## config.mk

```make
export PLATFORM = sky130hd
export DESIGN_NAME = bus_arbiter_flat
export DESIGN_NICKNAME = d
export VERILOG_FILES = /design/src/rtl/bus_arb_pkg.sv /design/src/rtl/bus_arbiter_if.sv /design/src/rtl/bus_arb_rr.sv /design/src/rtl/bus_arbiter.sv /design/src/flat_wrapper.sv
export SDC_FILE = /design/constraint.sdc
export NUM_CORES = 1
export LEC_CHECK = 0
export BUFFER_PORTS_ARGS = -buffer_cell sky130_fd_sc_hd__buf_2
export CORE_AREA = 2 2 99 101
export DETAILED_ROUTE_END_ITERATION = 7
export DIE_AREA = 0 0 101 103
export PLACE_DENSITY = 0.63
export RECOVER_POWER = 25
export REMOVE_ABC_BUFFERS = 1
export SLEW_MARGIN = 20
export SYNTH_ARGS = -nofsm -noshare
export SYNTH_HDL_FRONTEND = slang
export SYNTH_SLANG_ARGS = --single-unit
```

## constraint.sdc

```tcl
create_clock -name clk -period 5.2 [get_ports clk]
set_input_delay 0.78 -clock clk [delete_from_list [all_inputs] [get_ports clk]]
set_output_delay 0.78 -clock clk [all_outputs]
set_load 0.005 [all_outputs]
```

## src/rtl/bus_arb_pkg.sv

```systemverilog
// Shared types for the two-cache system bus arbiter.
// Holds the FSM state, the owner encoding and the tag bit that marks a read.
package bus_arb_pkg;

  typedef enum logic [1:0] {
    ST_IDLE = 2'd0,
    ST_REQ  = 2'd1,
    ST_RESP = 2'd2
  } state_t;

  typedef enum logic {
    OWN_I = 1'b0,
    OWN_D = 1'b1
  } owner_t;

  localparam int READ_BIT = 12;

endpackage

```

## src/rtl/bus_arbiter_if.sv

```systemverilog
// Bundle of the cache-side and system-bus-side signals around the arbiter.
// Handshake: a beat moves in a cycle where its cyc and its ack are both high; ack may depend combinationally on cyc.
interface bus_arbiter_if #(
  parameter int BUS_DATA_WIDTH = 64,
  parameter int BUS_TAG_WIDTH  = 13
);

  logic                      i_bid;
  logic                      d_bid;
  logic                      i_grant;
  logic                      d_grant;
  logic                      i_reqcyc;
  logic                      d_reqcyc;
  logic [BUS_DATA_WIDTH-1:0] i_req;
  logic [BUS_DATA_WIDTH-1:0] d_req;
  logic [BUS_TAG_WIDTH-1:0]  i_reqtag;
  logic [BUS_TAG_WIDTH-1:0]  d_reqtag;
  logic                      i_reqack;
  logic                      d_reqack;
  logic                      i_respcyc;
  logic                      d_respcyc;
  logic                      i_respack;
  logic                      d_respack;
  logic                      bus_reqcyc;
  logic [BUS_DATA_WIDTH-1:0] bus_req;
  logic [BUS_TAG_WIDTH-1:0]  bus_reqtag;
  logic                      bus_reqack;
  logic                      bus_respcyc;
  logic                      bus_respack;

  // Arbiter side.
  modport slave (
    input  i_bid, d_bid, i_reqcyc, d_reqcyc, i_req, d_req, i_reqtag, d_reqtag,
    input  i_respack, d_respack, bus_reqack, bus_respcyc,
    output i_grant, d_grant, i_reqack, d_reqack, i_respcyc, d_respcyc,
    output bus_reqcyc, bus_req, bus_reqtag, bus_respack
  );

  // Caches plus system bus, as seen by whoever drives the arbiter.
  modport master (
    output i_bid, d_bid, i_reqcyc, d_reqcyc, i_req, d_req, i_reqtag, d_reqtag,
    output i_respack, d_respack, bus_reqack, bus_respcyc,
    input  i_grant, d_grant, i_reqack, d_reqack, i_respcyc, d_respcyc,
    input  bus_reqcyc, bus_req, bus_reqtag, bus_respack
  );

endinterface

```

## src/rtl/bus_arb_rr.sv

```systemverilog
// Two-way round-robin picker: a lone bidder wins; on a tie the cache that
// did not own the bus last wins.
module bus_arb_rr
  import bus_arb_pkg::*;
(
  input  logic   i_bid,
  input  logic   d_bid,
  input  owner_t last_owner,
  output owner_t winner,
  output logic   valid
);

  always_comb begin
    valid  = i_bid | d_bid;
    winner = OWN_I;
    if (i_bid && d_bid) begin
      winner = (last_owner == OWN_I) ? OWN_D : OWN_I;
    end else if (d_bid) begin
      winner = OWN_D;
    end
  end

endmodule

```

## src/rtl/bus_arbiter.sv

```systemverilog
// Arbitrates the instruction and data caches onto one system bus, one line
// transaction at a time, and muxes request/response handshakes to the owner.
module bus_arbiter
  import bus_arb_pkg::*;
#(
  parameter int BUS_DATA_WIDTH = 64,
  parameter int BUS_TAG_WIDTH  = 13,
  parameter int BEATS          = 8
) (
  input  logic         clk,
  input  logic         reset,
  bus_arbiter_if.slave bus,
  output logic         err,
  output state_t       state_dbg
);

  localparam int CW = $clog2(BEATS) + 1;

  state_t  state_q, state_d;
  owner_t  owner_q, owner_d;
  owner_t  last_q, last_d;
  logic [CW-1:0] cnt_q, cnt_d;
  logic    err_q, err_d;

  owner_t  win;
  logic    win_valid;

  logic                      own_reqcyc;
  logic [BUS_DATA_WIDTH-1:0] own_req;
  logic [BUS_TAG_WIDTH-1:0]  own_reqtag;
  logic                      own_respack;
  logic                      active;
  logic                      in_resp;
  logic                      req_beat;
  logic                      resp_beat;
  logic                      last_beat;

  bus_arb_rr u_rr (
    .i_bid      (bus.i_bid),
    .d_bid      (bus.d_bid),
    .last_owner (last_q),
    .winner     (win),
    .valid      (win_valid)
  );

  assign own_reqcyc  = (owner_q == OWN_I) ? bus.i_reqcyc  : bus.d_reqcyc;
  assign own_req     = (owner_q == OWN_I) ? bus.i_req     : bus.d_req;
  assign own_reqtag  = (owner_q == OWN_I) ? bus.i_reqtag  : bus.d_reqtag;
  assign own_respack = (owner_q == OWN_I) ? bus.i_respack : bus.d_respack;

  assign active    = (state_q != ST_IDLE);
  assign in_resp   = (state_q == ST_RESP);
  assign req_beat  = (state_q == ST_REQ) && own_reqcyc && bus.bus_reqack;
  assign resp_beat = in_resp && bus.bus_respcyc && own_respack;
  assign last_beat = (cnt_q == CW'(BEATS - 1));

  // Everything toward the non-owner stays low; IDLE drives nothing.
  always_comb begin
    bus.i_grant     = 1'b0;
    bus.d_grant     = 1'b0;
    bus.i_reqack    = 1'b0;
    bus.d_reqack    = 1'b0;
    bus.i_respcyc   = 1'b0;
    bus.d_respcyc   = 1'b0;
    bus.bus_reqcyc  = 1'b0;
    bus.bus_req     = '0;
    bus.bus_reqtag  = '0;
    bus.bus_respack = 1'b0;
    if (active) begin
      bus.bus_reqcyc = own_reqcyc;
      bus.bus_req    = own_req;
      bus.bus_reqtag = own_reqtag;
      if (owner_q == OWN_I) begin
        bus.i_grant  = 1'b1;
        bus.i_reqack = bus.bus_reqack;
      end else begin
        bus.d_grant  = 1'b1;
        bus.d_reqack = bus.bus_reqack;
      end
    end
    if (in_resp) begin
      bus.bus_respack = own_respack;
      if (owner_q == OWN_I) bus.i_respcyc = bus.bus_respcyc;
      else                  bus.d_respcyc = bus.bus_respcyc;
    end
  end

  always_comb begin
    state_d = state_q;
    owner_d = owner_q;
    last_d  = last_q;
    cnt_d   = cnt_q;
    // A response beat with no read in its response phase is a protocol error.
    err_d   = err_q | (bus.bus_respcyc & ~in_resp);
    case (state_q)
      ST_IDLE: begin
        if (win_valid) begin
          state_d = ST_REQ;
          owner_d = win;
          last_d  = win;
          cnt_d   = '0;
        end
      end
      ST_REQ: begin
        if (req_beat) begin
          if (own_reqtag[READ_BIT]) begin
            state_d = ST_RESP;
            cnt_d   = '0;
          end else if (last_beat) begin
            state_d = ST_IDLE;
            cnt_d   = '0;
          end else begin
            cnt_d = cnt_q + CW'(1);
          end
        end
      end
      ST_RESP: begin
        if (resp_beat) begin
          if (last_beat) begin
            state_d = ST_IDLE;
            cnt_d   = '0;
          end else begin
            cnt_d = cnt_q + CW'(1);
          end
        end
      end
      default: begin
        state_d = ST_IDLE;
        cnt_d   = '0;
      end
    endcase
  end

  always_ff @(posedge clk) begin
    if (reset) begin
      state_q <= ST_IDLE;
      owner_q <= OWN_D;
      last_q  <= OWN_D;
      cnt_q   <= '0;
      err_q   <= 1'b0;
    end else begin
      state_q <= state_d;
      owner_q <= owner_d;
      last_q  <= last_d;
      cnt_q   <= cnt_d;
      err_q   <= err_d;
    end
  end

  assign err       = err_q;
  assign state_dbg = state_q;

endmodule
```

## src/flat_wrapper.sv

```systemverilog
// flat-port wrapper written by rule: the top's interface ports become plain ports
module bus_arbiter_flat import bus_arb_pkg::*;
#(
  parameter int BUS_DATA_WIDTH = 64,
  parameter int BUS_TAG_WIDTH  = 13,
  parameter int BEATS          = 8
)
  (clk, reset, err, state_dbg, bus_i_bid, bus_d_bid, bus_i_reqcyc, bus_d_reqcyc, bus_i_req, bus_d_req, bus_i_reqtag, bus_d_reqtag, bus_i_respack, bus_d_respack, bus_bus_reqack, bus_bus_respcyc, bus_i_grant, bus_d_grant, bus_i_reqack, bus_d_reqack, bus_i_respcyc, bus_d_respcyc, bus_bus_reqcyc, bus_bus_req, bus_bus_reqtag, bus_bus_respack);
  bus_arbiter_if #(.BUS_DATA_WIDTH(BUS_DATA_WIDTH), .BUS_TAG_WIDTH(BUS_TAG_WIDTH)) bus_i ();
  input  logic clk;
  input  logic reset;
  output logic err;
  output state_t state_dbg;
  input wire logic [$bits(bus_i.i_bid)-1:0] bus_i_bid;
  input wire logic [$bits(bus_i.d_bid)-1:0] bus_d_bid;
  input wire logic [$bits(bus_i.i_reqcyc)-1:0] bus_i_reqcyc;
  input wire logic [$bits(bus_i.d_reqcyc)-1:0] bus_d_reqcyc;
  input wire logic [$bits(bus_i.i_req)-1:0] bus_i_req;
  input wire logic [$bits(bus_i.d_req)-1:0] bus_d_req;
  input wire logic [$bits(bus_i.i_reqtag)-1:0] bus_i_reqtag;
  input wire logic [$bits(bus_i.d_reqtag)-1:0] bus_d_reqtag;
  input wire logic [$bits(bus_i.i_respack)-1:0] bus_i_respack;
  input wire logic [$bits(bus_i.d_respack)-1:0] bus_d_respack;
  input wire logic [$bits(bus_i.bus_reqack)-1:0] bus_bus_reqack;
  input wire logic [$bits(bus_i.bus_respcyc)-1:0] bus_bus_respcyc;
  output wire logic [$bits(bus_i.i_grant)-1:0] bus_i_grant;
  output wire logic [$bits(bus_i.d_grant)-1:0] bus_d_grant;
  output wire logic [$bits(bus_i.i_reqack)-1:0] bus_i_reqack;
  output wire logic [$bits(bus_i.d_reqack)-1:0] bus_d_reqack;
  output wire logic [$bits(bus_i.i_respcyc)-1:0] bus_i_respcyc;
  output wire logic [$bits(bus_i.d_respcyc)-1:0] bus_d_respcyc;
  output wire logic [$bits(bus_i.bus_reqcyc)-1:0] bus_bus_reqcyc;
  output wire logic [$bits(bus_i.bus_req)-1:0] bus_bus_req;
  output wire logic [$bits(bus_i.bus_reqtag)-1:0] bus_bus_reqtag;
  output wire logic [$bits(bus_i.bus_respack)-1:0] bus_bus_respack;
  assign bus_i.i_bid = bus_i_bid;
  assign bus_i.d_bid = bus_d_bid;
  assign bus_i.i_reqcyc = bus_i_reqcyc;
  assign bus_i.d_reqcyc = bus_d_reqcyc;
  assign bus_i.i_req = bus_i_req;
  assign bus_i.d_req = bus_d_req;
  assign bus_i.i_reqtag = bus_i_reqtag;
  assign bus_i.d_reqtag = bus_d_reqtag;
  assign bus_i.i_respack = bus_i_respack;
  assign bus_i.d_respack = bus_d_respack;
  assign bus_i.bus_reqack = bus_bus_reqack;
  assign bus_i.bus_respcyc = bus_bus_respcyc;
  assign bus_i_grant = bus_i.i_grant;
  assign bus_d_grant = bus_i.d_grant;
  assign bus_i_reqack = bus_i.i_reqack;
  assign bus_d_reqack = bus_i.d_reqack;
  assign bus_i_respcyc = bus_i.i_respcyc;
  assign bus_d_respcyc = bus_i.d_respcyc;
  assign bus_bus_reqcyc = bus_i.bus_reqcyc;
  assign bus_bus_req = bus_i.bus_req;
  assign bus_bus_reqtag = bus_i.bus_reqtag;
  assign bus_bus_respack = bus_i.bus_respack;
  bus_arbiter #(.BUS_DATA_WIDTH(BUS_DATA_WIDTH), .BUS_TAG_WIDTH(BUS_TAG_WIDTH), .BEATS(BEATS)) u_core (.clk(clk), .reset(reset), .bus(bus_i), .err(err), .state_dbg(state_dbg));
endmodule
```

==> results of run 1 <==
## cell usage after synthesis (all sizes together), types with 3 or more instances
cell,number
nor2b,5
a211oi,3
buf,10
nor2,83
inv,6
nand3,3
o21ai,6
ha,5
dfxtp,8
nand2,6
nand4,3
clkbuf,11
a21oi,4
and3,3
mux2i,78
## cells by family after synthesis
logic type | after synthesis
simple gates | 109
mux | 79
buf+inv | 27
compound gates | 21
flops | 8
fa+ha+maj | 5
## layout make-up
cell class / instances / area, um2 / share of cell area
clock buffers: 4 / 45.04 / 0.01454
multi-input cells: 214 / 1465 / 0.4729
flip-flops and latches: 8 / 163.9 / 0.05291
inverters: 6 / 22.52 / 0.007270
repair buffers: 253 / 1256 / 0.4055
well taps: 114 / 142.6 / 0.04604
diodes: 1 / 2.502 / 0.0008078
## stage by stage
step,hold WS [ns],area (um2),util
final,0.4776,3098,0.3275
after detailed placement,0.4574,3082,0.3258
after CTS,0.4706,3127,0.3306
after floorplan,0.4524,1662,-
after global routing,0.5011,3095,0.3272
after global placement,0.4546,3082,0.3258
## worst max path at each step
stage                   startpoint             endpoint  cells past startpoint
3_5_place_dp        u_core.owner_q      bus_bus_respack                      4
6_report       u_core.state_dbg[1]       bus_bus_req[0]                      5
4_1_cts             u_core.owner_q      bus_bus_respack                      4
3_3_place_gp        u_core.owner_q      bus_bus_respack                      4
2_1_floorplan       u_core.owner_q  u_core.state_dbg[1]                      4
5_1_grt        u_core.state_dbg[0]      bus_bus_req[12]                      5
## layout by cell type, fill, tap and decap left out, types with 3 or more instances in the layout
master,count
clkbuf_2,3
nand2_1,6
mux2i_1,78
nand4_1,3
nand3_1,3
dfxtp_1,7
nor2b_1,5
buf_2,236
o21ai_0,6
nor2_1,83
clkbuf_1,13
inv_1,6
and3_1,3
clkbuf_8,3
ha_1,5
a21oi_1,4
## layer usage
layer	vias up	GRT usage
met5	-	0
met4	0	0.01663
met3	7	0.02644
met2	162	0.2364
met1	1129	0.1377
li1	1337	-
## worst max-delay path: stages (launching register included)
cell and delay, ns:
dfxtp_1 0.36, inv_1 0.10, ha_1 1.04, buf_4 0.60
nor2_1 0.11, buf_2 0.15
## power by group
| group | internal [mW] | total (mW) | leakage (nW) | switching [mW] |
|---|---|---|---|---|
| Clock | 0.0532 | 0.0783 | 0.0228 | 0.0252 |
| Combinational | 0.394 | 0.839 | 2.01 | 0.445 |
| Sequential | 0.0723 | 0.118 | 0.0654 | 0.0460 |
| Total | 0.519 | 1.04 | 2.10 | 0.516 |
## registers in the layout (all words and copies together) (netlist names)
name,count
u_core.owner_q,1
u_core.state_dbg,2
u_core.cnt_q,4
u_core.err,1
==> results.cfg, run 1 <==
[floorplan]
fp.coreArea_mm2 = 0.009459
die_h_um = 103
start_util = 0.1858
io_pins = 252
rows = 36
die_w_um = 101
die_outline_area_mm2 = 0.01040

[synthesis]
adder_cell_share_of_the_synthesized_area = 0.03559
post_synth_xor_area_fraction = 0
netlist_area_mm2 = 0.001758
synth_top_area_frac = 0.4441
synth_flop_cell = dfxtp_1
synth-warning-count = 0
synth-edff-count = 0
synthesized_instance_count = 249
synth-seq-area-share = 0.09110
synth_area_leader_cell = mux2i_1
yosys_register_bits = 8
synth_compound_area_frac = 0.09466
async_set_or_reset_flop_fraction_in_the_synthesized_netlist = 0
synth-simple-area-share = 0.2605
avgSynthCellArea_um2 = 7.060
synthTopCellsByArea = mux2i_1 44%, nor2_1 18%, dfxtp_1 9.1%
synth_top_family_by_area = multiplexers
synth_cell_types = 31
synthMuxAreaShare = 0.4505

[critical_path]
worst_reg2reg_path_startpoint = u_core.owner_q
crit_path_max_fanout = 50
worst_endpoint_required_time_ns = 4.42
timing.critical_path.from_type = register
timing.rr.end = u_core.state_dbg[1]
crit_type = register to output pin
r2r.worst_path.cells = 5
r2r_slack_ns = 2.20
crit_path_end_kind = output pin
worstPathArrival_ns = 2.60

[timing]
fin_skew_ns = 0.005902
slew_headroom = 0.1195
setup_ws_ns = 1.815
timing.final.crit_share = 0.6509
finalSetupViolations = 0
finalWorstPathRequiredPeriod_ns = 3.385
highest_clock_frequency_the_design_can_meet_mhz = 295.5
timing.final.max_slew_violations = 0
timing_hold_violations_final = 0
grt_setup_unrepaired = no
worst_pin_slew_ns = 1.321
setup_tns_ns = 0

[run_status]
status = finished clean

[route]
maxUsedRoutingLayer = met4
post-route-drc-count = 0
detailroute.wirelength.met2_mm = 3.594
avgViaCountPerCell = 4.392
detail_route.wirelength.met1_mm = 2.992
via_count = 2635
drtPass1Iterations = 4
antenna_violating_nets_post_route = 0
initial_drc_count = 37
total_length_of_routed_wires_mm = 7.437
routedWlPerCell_um = 12.40
met3WireLength_um = 799

[clocking]
cts_post_setup_buffers_inserted = 0
worstSkewPairLatency_ns = 0.23
clk_transition_reported_paths_ns = 0.04
cts_hold_repair.buffers = 0
cts-buffers-inserted = 3
clock_tree_from_tritoncts = yes
ctsResizeCount = 0
clock_tree.buffer_depth = 2
clk_root_buffer_cell = clkbuf_8
cts.sink_count = 8
cts_htree_levels = 1

[global_route]
initial_antenna_violation_count = 1
grt_pass1_vias = 2255
globalRouteOverflowTotal = 0
global_route.usage.total = 0.1212
grt_start_max_net_pins = 51
grt_pass1_wl_mm = 10.41

[placed_design]
gp_congestion = 0.8311
pre_cts_slack_ns = 2.315
dpl.cell_count = 595
portBuffers = 251
place.detailed.hpwl_mm = 6.151

[worst_hold_path]
worstHoldPathType = register to register
hold_path_end = u_core.err
timing.hold.worst_path_depth = 2
holdCritStartpoint = u_core.err

[finish]
filler_cell_count = 1016
areaGrowthSynthToFinish_pct = 76.23
final_cell_count_no_fill = 600
drive_above_1_share = 0.5134
finalNetCount = 655

[power_and_ir_drop]
irDropWorstVdd_uv = 141.2
power_density_mw_per_mm2 = 334.2
total_power_mw = 1.035
leakage_nw = 2.101

[run]
maxCapViolations = 0
(Power assumes the default switching activity.)
==> inputs of run 2 (changes only) <==
--- a/config.mk
+++ b/config.mk
@@ -5,11 +5,12 @@
 export SDC_FILE = /design/constraint.sdc
 export NUM_CORES = 1
 export LEC_CHECK = 0
+export ABC_AREA = 1
 export BUFFER_PORTS_ARGS = -buffer_cell sky130_fd_sc_hd__buf_2
 export CORE_AREA = 2 2 99 101
 export DETAILED_ROUTE_END_ITERATION = 7
 export DIE_AREA = 0 0 101 103
-export PLACE_DENSITY = 0.63
+export PLACE_DENSITY = 0.6
 export RECOVER_POWER = 25
 export REMOVE_ABC_BUFFERS = 1
 export SLEW_MARGIN = 20
==> constraint.sdc (replaced) <==
create_clock -name clk -period 3.1 [get_ports clk]
set_input_delay 0.465 -clock clk [delete_from_list [all_inputs] [get_ports clk]]
set_output_delay 0.465 -clock clk [all_outputs]
set_load 0.005 [all_outputs]
==> results.cfg, run 2 <==
[route]
post-route-drc-count = 0
via_count = 2541
routedWlPerCell_um = 17.83
drtPass1Iterations = 6
total_length_of_routed_wires_mm = 9.896
initial_drc_count = 94
avgViaCountPerCell = 4.578
antenna_violating_nets_post_route = 0

[power_and_ir_drop]
net_sw_power_mw = 0.9955
clock_power_share = 0.065
comb_pwr_share = 0.851
power_density_mw_per_mm2 = 722.0
power.share.sequential = 0.084
cellInternalPower_mw = 0.9875
leakage_nw = 1.701
switching_share = 0.5020
irDropWorstVdd_uv = 225.1

[timing]
grt_setup_unrepaired = no
timing.final.crit_share = 0.8459
timing.final.max_slew_violations = 0
timing_hold_violations_final = 0
fin_worst_hold_slack_ns = 0.4431
setup_ws_ns = 0.4776
slew_headroom = 0.6064
finalSetupViolations = 0
fin_skew_ns = 0.0003635
finalWorstPathRequiredPeriod_ns = 2.622
worst_pin_slew_ns = 0.5904
highest_clock_frequency_the_design_can_meet_mhz = 381.3

[synthesis]
synth_compound_area_frac = 0.5160
yosys-top-cells-count = 76 x a22o_1, 32 x nand2_1, 16 x inv_1, 16 x nor2_1
synthTopCellsByArea = a22o_1 49%, dfxtp_1 12%, nand2_1 8.8%
synth_flop_cell = dfxtp_1
netlist_area_mm2 = 0.001365
avgSynthCellArea_um2 = 6.965
synth.most_common_cell = a22o_1
synth_cell_types = 22
synth_top_family_by_area = compound AO/OA/AOI/OAI gates
async_set_or_reset_flop_fraction_in_the_synthesized_netlist = 0
synth-seq-area-share = 0.1173
synth-simple-area-share = 0.2026
synthesized_instance_count = 196
synth-warning-count = 0
post_synth_xor_area_fraction = 0.006416
synthMuxAreaShare = 0
synth_top_area_frac = 0.4876
synth-edff-count = 0
adder_cell_share_of_the_synthesized_area = 0.04583
yosys_register_bits = 8
synth_area_leader_cell = a22o_1

[worst_hold_path]
holdCritStartpoint = reset
timing.hold.worst_path_depth = 2
worstHoldPathType = input port to register
hold_path_end = u_core.cnt_q[0]

[global_route]
global_route.usage.total = 0.1621
globalRouteOverflowTotal = 0
grt_pass1_vias = 2088
initial_antenna_violation_count = 6
grt_start_max_net_pins = 53
grt_pass1_wl_mm = 12.21

[critical_path]
worst_endpoint_required_time_ns = 2.63
worstPathArrival_ns = 2.16
r2r_slack_ns = 1.21
crit_path_end_kind = output pin
timing.rr.end = u_core.state_dbg[0]
r2r.worst_path.cells = 9
crit_path_max_fanout = 52
crit_start = u_core.state_dbg[1]
worst_reg2reg_path_startpoint = u_core.state_dbg[1]
crit_type = register to output pin
timing.critical_path.from_type = register

[clocking]
cts_hold_repair.buffers = 0
cts_htree_levels = 1
clock_tree_from_tritoncts = yes
clk_root_buffer_cell = clkbuf_8
clock_tree.buffer_depth = 2
cts_post_setup_buffers_inserted = 0
ctsResizeCount = 0
cts.sink_count = 8
clk_transition_reported_paths_ns = 0.04
worstSkewPairLatency_ns = 0.23
cts-buffers-inserted = 3

[finish]
number_of_flip_flops_under_the_largest_register_name = 4
final_cell_count_no_fill = 555
areaGrowthSynthToFinish_pct = 101.2
filler_cell_count = 1041
final_core_util = 0.2903
finalNetCount = 609
final_instance_area_mm2 = 0.002746
drive_above_1_share = 0.5731
most_common_cell_after_layout_fill_and_taps_aside = buf_2
largest-register = u_core.cnt_q
layout.cells.most_common_list = 238 x buf_2, 76 x a22o_1, 32 x nand2_1

[placed_design]
portBuffers = 251
dpl.cell_count = 549
postPlaceCellArea_mm2 = 0.002725
gp_congestion = 1.048
place.detailed.hpwl_mm = 8.635
pre_cts_slack_ns = 0.6924

[floorplan]
fp.coreArea_mm2 = 0.009459
rows = 36
io_pins = 252
die_outline_area_mm2 = 0.01040
start_util = 0.1443
die_w_um = 101
die_h_um = 103

[run_status]
status = finished clean

[run]
maxCapViolations = 0
-- run 2: cell count changes after synthesis, moves of 3 or more --
| cell | delta |
|---|---|
| clkbuf_1 | -6 |
| inv_1 | +10 |
| o21ai_0 | -5 |
| nor2_1 | -67 |
| nand2_1 | +26 |
| nand3_1 | +5 |
| mux2i_1 | -78 |
| a22o_1 | +76 |
| buf_4 | +3 |
| inv_2 | +3 |
| nor2b_1 | -5 |
-- run 2: power by group through the flow --
stage                     logic [mW]  clock network [mW]  registers (mW)
after CTS                       1.71               0.135           0.167
final                           1.69               0.129           0.167
after floorplan                0.906                   0           0.160
after global placement          1.68                   0           0.164
after global routing            1.86               0.143           0.172
after detailed placement        1.71                   0           0.168
-- run 2: worst max path at each step --
stage                            to  slack [ns]  depth (start not counted)
floorplan            bus_bus_req[0]       -0.89                          4
global placement    bus_bus_req[60]        0.79                          6
detailed placement  bus_bus_req[60]        0.69                          6
CTS                 bus_bus_req[60]        0.44                          6
global route        bus_bus_req[60]        0.33                          6
finish              bus_bus_req[60]        0.48                          6
-- run 2: area by class of cell --
type	instances	area [um2]	area share
repair buffers	255	1269	0.4620
multi-input cells	153	1055	0.3841
flip-flops and latches	8	160.2	0.05831
well taps	114	142.6	0.05194
inverters	19	71.32	0.02597
clock buffers	3	41.29	0.01503
diodes	3	7.507	0.002733
-- run 2: cells by family (layout without fill, tap and decap cells) --
logic type,after synthesis,after routing
AOI/OAI and AO/OA,83,83
xor gates and xnor gates,1,1
adders and majority gates,5,5
buffers and inverters,35,277
DFF,8,8
other,0,3
and+or+nand+nor,64,64
-- run 2: worst max-delay path, stage by stage, from the launching register on --
cell     delay, ns
dfxtp_1       0.40
inv_1         0.11
ha_1          0.31
nor2_4        0.14
buf_4         0.45
a22o_1        0.34
buf_2         0.16
-- run 2: per-layer routing --
layer / vias to the layer above / GRT usage / share of wire
li1: 1223 / - / -
met4: 6 / 0.04782 / 0.022
met5: - / 0 / 0.0041
met1: 1163 / 0.2165 / 0.43
met2: 128 / 0.2400 / 0.44
met3: 21 / 0.06508 / 0.10
-- run 2: through the flow --
step                      total power, mW  TNS, ns
after floorplan                     1.066   -67.80
after global placement              1.843        0
after detailed placement            1.881        0
after CTS                           2.015        0
after global routing                2.174        0
final                               1.983        0
